$ cat config.mk
export PLATFORM = sky130hd
export DESIGN_NAME = inport_conditioner
export DESIGN_NICKNAME = d
export VERILOG_FILES = /design/src/rtl/inport_conditioner.sv
export SDC_FILE = /design/constraint.sdc
export NUM_CORES = 1
export LEC_CHECK = 0
export ABC_AREA = 1
export CAP_MARGIN = 20
export CORE_ASPECT_RATIO = 0.9
export CORE_MARGIN = 8
export CORE_UTILIZATION = 55
export DETAILED_ROUTE_END_ITERATION = 8
export PLACE_DENSITY = 0.75
export SLEW_MARGIN = 20
export SYNTH_ARGS = -nofsm -noshare
export SYNTH_HDL_FRONTEND = slang
export SYNTH_HIERARCHICAL = 1
export SYNTH_SLANG_ARGS = --single-unit
$ cat constraint.sdc
create_clock -name Clock -period 3.8 [get_ports Clock]
set_input_delay 1.14 -clock Clock [delete_from_list [all_inputs] [get_ports Clock]]
set_output_delay 1.14 -clock Clock [all_outputs]
set_load 0.02 [all_outputs]
$ cat src/rtl/inport_conditioner.sv
// IN.PORT / Stop input stage: synchronises board switches and buttons, debounces the buttons,
// and holds a captured inport word behind a valid/ack handshake plus a toggling Stop level.

module inport_debounce #(
  parameter int DEBOUNCE_CYCLES = 4,
  parameter int CNT_WIDTH       = 20
) (
  input  logic i_clk,
  input  logic i_rst_n,
  input  logic i_pressed,
  output logic o_event
);

  localparam logic [1:0] ST_RELEASED    = 2'd0;
  localparam logic [1:0] ST_ARM_PRESS   = 2'd1;
  localparam logic [1:0] ST_PRESSED     = 2'd2;
  localparam logic [1:0] ST_ARM_RELEASE = 2'd3;

  localparam logic [CNT_WIDTH-1:0] L_DEB  = CNT_WIDTH'(DEBOUNCE_CYCLES);
  localparam logic [CNT_WIDTH-1:0] L_ONE  = CNT_WIDTH'(1);
  localparam logic [CNT_WIDTH-1:0] L_ZERO = CNT_WIDTH'(0);

  logic [1:0]           r_state;
  logic [1:0]           w_state_next;
  logic [CNT_WIDTH-1:0] r_count;
  logic [CNT_WIDTH-1:0] w_count_next;
  logic [CNT_WIDTH-1:0] w_count_inc;
  logic                 w_event;

  assign w_count_inc = r_count + L_ONE;
  assign o_event     = w_event;

  // Next-state logic; the press event fires on the transition into PRESSED
  always_comb begin
    w_state_next = r_state;
    w_count_next = r_count;
    w_event      = 1'b0;
    case (r_state)
      ST_RELEASED: begin
        if (i_pressed) begin
          if (L_DEB <= L_ONE) begin
            w_state_next = ST_PRESSED;
            w_count_next = L_ZERO;
            w_event      = 1'b1;
          end else begin
            w_state_next = ST_ARM_PRESS;
            w_count_next = L_ONE;
          end
        end else begin
          w_state_next = ST_RELEASED;
        end
      end
      ST_ARM_PRESS: begin
        if (!i_pressed) begin
          w_state_next = ST_RELEASED;
          w_count_next = L_ZERO;
        end else if (w_count_inc == L_DEB) begin
          w_state_next = ST_PRESSED;
          w_count_next = L_ZERO;
          w_event      = 1'b1;
        end else begin
          w_count_next = w_count_inc;
        end
      end
      ST_PRESSED: begin
        if (!i_pressed) begin
          if (L_DEB <= L_ONE) begin
            w_state_next = ST_RELEASED;
            w_count_next = L_ZERO;
          end else begin
            w_state_next = ST_ARM_RELEASE;
            w_count_next = L_ONE;
          end
        end else begin
          w_state_next = ST_PRESSED;
        end
      end
      ST_ARM_RELEASE: begin
        if (i_pressed) begin
          w_state_next = ST_PRESSED;
          w_count_next = L_ZERO;
        end else if (w_count_inc == L_DEB) begin
          w_state_next = ST_RELEASED;
          w_count_next = L_ZERO;
        end else begin
          w_count_next = w_count_inc;
        end
      end
      default: begin
        w_state_next = ST_RELEASED;
        w_count_next = L_ZERO;
      end
    endcase
  end

  // State and counter registers
  always_ff @(posedge i_clk or negedge i_rst_n) begin
    if (!i_rst_n) begin
      r_state <= ST_RELEASED;
      r_count <= L_ZERO;
    end else begin
      r_state <= w_state_next;
      r_count <= w_count_next;
    end
  end

endmodule

module inport_conditioner #(
  parameter int SW_WIDTH        = 8,
  parameter int DEBOUNCE_CYCLES = 4,
  parameter int CNT_WIDTH       = 20
) (
  input  logic                Clock,
  input  logic                Reset,
  input  logic [SW_WIDTH-1:0] switches,
  input  logic                loadButton,
  input  logic                stopButton,
  input  logic                inportAck,
  output logic [31:0]         inportInput,
  output logic                inportValid,
  output logic                inportOvr,
  output logic                Stop
);

  logic [SW_WIDTH-1:0] r_sw_meta;
  logic [SW_WIDTH-1:0] r_sw_sync;
  logic                r_ld_meta;
  logic                r_ld_sync;
  logic                r_st_meta;
  logic                r_st_sync;
  logic                w_ld_evt;
  logic                w_st_evt;

  // Two-flop synchronisers; buttons idle high so they reset to the released level
  always_ff @(posedge Clock or negedge Reset) begin
    if (!Reset) begin
      r_sw_meta <= '0;
      r_sw_sync <= '0;
      r_ld_meta <= 1'b1;
      r_ld_sync <= 1'b1;
      r_st_meta <= 1'b1;
      r_st_sync <= 1'b1;
    end else begin
      r_sw_meta <= switches;
      r_sw_sync <= r_sw_meta;
      r_ld_meta <= loadButton;
      r_ld_sync <= r_ld_meta;
      r_st_meta <= stopButton;
      r_st_sync <= r_st_meta;
    end
  end

  inport_debounce #(
    .DEBOUNCE_CYCLES (DEBOUNCE_CYCLES),
    .CNT_WIDTH       (CNT_WIDTH)
  ) u_load_db (
    .i_clk     (Clock),
    .i_rst_n   (Reset),
    .i_pressed (~r_ld_sync),
    .o_event   (w_ld_evt)
  );

  inport_debounce #(
    .DEBOUNCE_CYCLES (DEBOUNCE_CYCLES),
    .CNT_WIDTH       (CNT_WIDTH)
  ) u_stop_db (
    .i_clk     (Clock),
    .i_rst_n   (Reset),
    .i_pressed (~r_st_sync),
    .o_event   (w_st_evt)
  );

  // Capture/handshake: a load beats a simultaneous ack, and an ack with it clears the overrun
  always_ff @(posedge Clock or negedge Reset) begin
    if (!Reset) begin
      inportInput <= 32'h0000_0000;
      inportValid <= 1'b0;
      inportOvr   <= 1'b0;
      Stop        <= 1'b0;
    end else begin
      if (w_ld_evt) begin
        inportInput <= 32'(r_sw_sync);
        inportValid <= 1'b1;
        inportOvr   <= inportValid & ~inportAck;
      end else if (inportAck && inportValid) begin
        inportValid <= 1'b0;
        inportOvr   <= 1'b0;
      end else begin
        inportValid <= inportValid;
        inportOvr   <= inportOvr;
      end
      if (w_st_evt) begin
        Stop <= ~Stop;
      end else begin
        Stop <= Stop;
      end
    end
  end

endmodule

==> summary.md <==
| Metric | Value |
|---|---|
| Yosys warns | 6 |
| Max-cap violations | 0 |
| Post-Synthesis Cell Area | approximately 4400 um2 |
| Yosys top cell area share | slightly above 40% |
| NumNets Final | around 600 |
| Fin crit share | roughly 73% |
| Wire per inst | around 13 um |
| R2R Setup Slk | around 1000 ps |
| WP buf/inv | 1 |
| CP Class | reg2reg |
| Sw frac | 38.9% |
| Combinational share of power | about 29% |
| Synth area leader | dfrtp_1 |
| Worst slew pin tran | 902 ps |
| Peak VDD IR | between 0.0002 and 0.00025 V |
| Max Slew Vio Count | 0 |
| CTS Buf Count | 9 |
| Sequential share of the synthesized area | 42.7% |
| Fin. Hold Viols | 0 |
| GRT Util Overall | between 10% and 20% |
| Cell count along the critical path | 14 |
| Post-CTS sizing | 0 |
| Cells after Synth | 552 |
| Class of the worst hold path | reg2reg |
| Clock skew | around 8.5 ps |
| Cell mode on critical path | nand2_1 |
| Io pins | 48 |
| Initial Utilization | between 50% and 60% |
| Clk sinks | 75 |
| Initial antenna violation count | 0 |
| Fmax | 362 MHz |
| Syn avg cell area | 7.99 um2 |
| Relative slew slack | 39.9% |
| Global-route wire length before repair | ~15000 um |
| Num rows | 31 |
| FF-to-FF End | inportOvr |
| Synth top area cells | dfrtp_1 40%, nand2_1 15%, inv_1 4.3% |
| Int Power | 1.35 mW |
| Sequential share of power | between 40 and 50% |
| Clock transition at path regs | 90 ps |
| Worst Setup Start Kind | flop |
| Hold-fix buffers, CTS | 0 |
| Worst Setup EP | inportOvr |
| Gr ovfl total | 0 |
| Slowest cell on crit path | nor2_1 |
| Commonest non-fill, non-tap cell in the layout | nand2_1 |
| Layout cell share with drive strength beyond 1 | between 15 and 20% |
| Crit-path cells | ha_1 -> nand3_2 -> nor2_2 -> nand3_1 -> nand2_1 -> nand2_1 -> nor2_2 -> nand3_1 -> nor2_1 -> nand4_1 -> nor2_1 -> inv_2 -> nand3_2 -> nand2_1 |
| Worst Setup Slack, final | ~1000 ps |
| Vias | roughly 3400 |
| DRT Wirelength | just under 9000 um |
| Area growth syn-to-layout | 8.45% |
| H-tree levels | 3 |
| Drt pass-1 iters | 4 |
| Fillers | about 700 |
| Worst R2R Path Depth | 14 |
| Worst path top cell family by delay | simple AND/OR/NAND/NOR gates |
| Die area | 11100 um2 |
| Sw Pwr | 0.855 mW |
| DP Worst Slack | 1040 ps |
| Final Critical Period | about 2800 ps |
| Post-synthesis cell type count | 31 |
| CP Max Fanout | 10 |
| Final setup fails | 0 |
| Setup repair bufs after CTS | 0 |
| DRC violations left | 0 |
| Status | finished, final reports clean |
| Worst setup path start | u_load_db/r_count[0] |
| Most frequent cells in the layout | 174 x nand2_1, 71 x dfrtp_1, 51 x inv_1 |
| Die X | between 100 and 150 um |
| Clock Power Share | a little over a quarter |
| Port Buffers | 23 |
| HP Start | r_sw_meta[0] |
| CP required | between 4000 and 5000 ps |
| Routability cong. | between 0.8 and 0.9 |
| Antenna fix cells | 0 |
| Root Driver | clkbuf_8 |
| Worst EP arrival | between 3000 and 4000 ps |
| RSZ-0062 raised after global routing | no |
| Pwr dens | 460 nW/um2 |
| CTS tree | yes |
| Chip height | 101 um |
| Vias in the first global route | between 3000 and 4000 |
| Area of the core | between 7000 and 8000 um2 |
| Lkg Pwr | about 2.2 nW |
| Setup_tns | 0 ps |
| DP HPWL | about 6500 um |
| DR iter-0 viols | roughly 150 |
| Critical Path Sink Type | flop |
| Routed Antenna Nets | 0 |
| Worst-Skew Late Latency | roughly 340 ps |
| Crit path largest cell delay | about 520 ps |
| Pin count of the biggest net entering global routing | 76 |
| Max Root-Sink Buffers | 2 |
| Post-DR vias/cell | a little over 5 |
| Flops & latches, synth | between 70 and 80 |
| RR Startpoint | u_load_db/r_count[0] |
[worst min-delay path by stage]
stage | to | slack (ps) | depth (start not counted)
global placement | r_sw_sync[4] | 330 | 0
global route | r_sw_sync[0] | 360 | 0
detailed placement | r_sw_sync[7] | 340 | 0
floorplan | r_sw_sync[0] | 330 | 0
CTS | r_sw_sync[0] | 350 | 0
finish | r_sw_sync[0] | 350 | 0
[stage by stage]
stage / hold WS, ps / area (um2) / util [%] / instances / power [mW]
after floorplan: 331 / 4500 / - / 575 / 1.48
after global placement: 333 / 4590 / 58.0 / 667 / 1.62
after detailed placement: 336 / 4590 / 58.0 / 667 / 1.64
after CTS: 354 / 4780 / 60.5 / 683 / 2.23
after global routing: 361 / 4780 / 60.5 / 683 / 2.34
final: 350 / 4780 / 60.5 / 683 / 2.20
[per-layer routing]
| layer | track usage (%) | up-vias | wire, um |
|---|---|---|---|
| li1 | - | 1762 | - |
| met1 | 22.5 | 1591 | 4130 |
| met2 | 26.7 | 87 | 4030 |
| met3 | 3.52 | 8 | 567 |
| met4 | 4.50 | 0 | 79 |
| met5 | 0 | - | 0 |
[power by group through the flow]
| stage | sequential (mW) | clock (mW) | combinational (mW) |
|---|---|---|---|
| 5_1_grt | 0.993 | 0.639 | 0.708 |
| 3_3_place_gp | 0.988 | 0 | 0.631 |
| 4_1_cts | 0.977 | 0.608 | 0.647 |
| 2_1_floorplan | 1.03 | 0 | 0.456 |
| 6_report | 0.977 | 0.583 | 0.641 |
| 3_5_place_dp | 0.993 | 0 | 0.645 |
[layout make-up]
class / instances / area, um2 / area share, %
Timing Repair Buffer: 26 / 250 / 5.23
Clock inverter: 7 / 70.1 / 1.46
Tap cell: 99 / 124 / 2.59
Sequential cell: 75 / 1880 / 39.3
Clock buffer: 9 / 124 / 2.59
Inverter: 56 / 210 / 4.39
Multi-Input combinational cell: 411 / 2120 / 44.4
[cell usage after synthesis]
cell	n
nand3_1	37
o21ai_2	16
buf_12	2
clkinv_1	2
dfstp_2	4
buf_2	2
a22o_1	2
conb_1	1
nor2_1	42
xnor2_1	2
nor2_4	8
buf_4	24
xor2_1	9
nand2_4	4
o21bai_1	6
dfrtp_1	71
nand2_1	174
o21ai_0	12
nand3_4	2
a21oi_2	6
a21oi_1	2
nand2_2	14
nor2_2	20
o22ai_1	6
inv_2	3
nand4_1	16
ha_1	2
inv_1	51
nand3_2	7
dlygate4sd1_1	2
buf_6	3
[sequential cells by signal, indices dropped and copies added (netlist names), 8 cells and up, named ones only]
register and flops:
u_load_db/r_count 20, u_stop_db/r_count 20, inportInput 8, r_sw_meta 8, r_sw_sync 8
[worst reg2reg max path, stage by stage, from the launching register on]
cell and delay [ps]:
dfrtp_1 470, ha_1 270, nand3_2 130, nor2_2 170
nand3_1 90, nand2_1 60, nand2_1 70, nor2_2 130
nand3_1 100, nor2_1 150, nand4_1 120, nor2_1 520
inv_2 210, nand3_2 120, nand2_1 50
[kinds of logic after synthesis]
| group | Yosys count | synth area share [%] |
|---|---|---|
| DFF | 75 | 42.7 |
| and+or+nand+nor | 324 | 35.1 |
| buffers and inverters | 89 | 11.1 |
| AOI/OAI and AO/OA | 50 | 8.23 |
| adders and majority gates | 2 | 0.567 |
| other | 1 | 0.0850 |
| xor gates and xnor gates | 11 | 2.18 |
(Power assumes the default switching activity.)
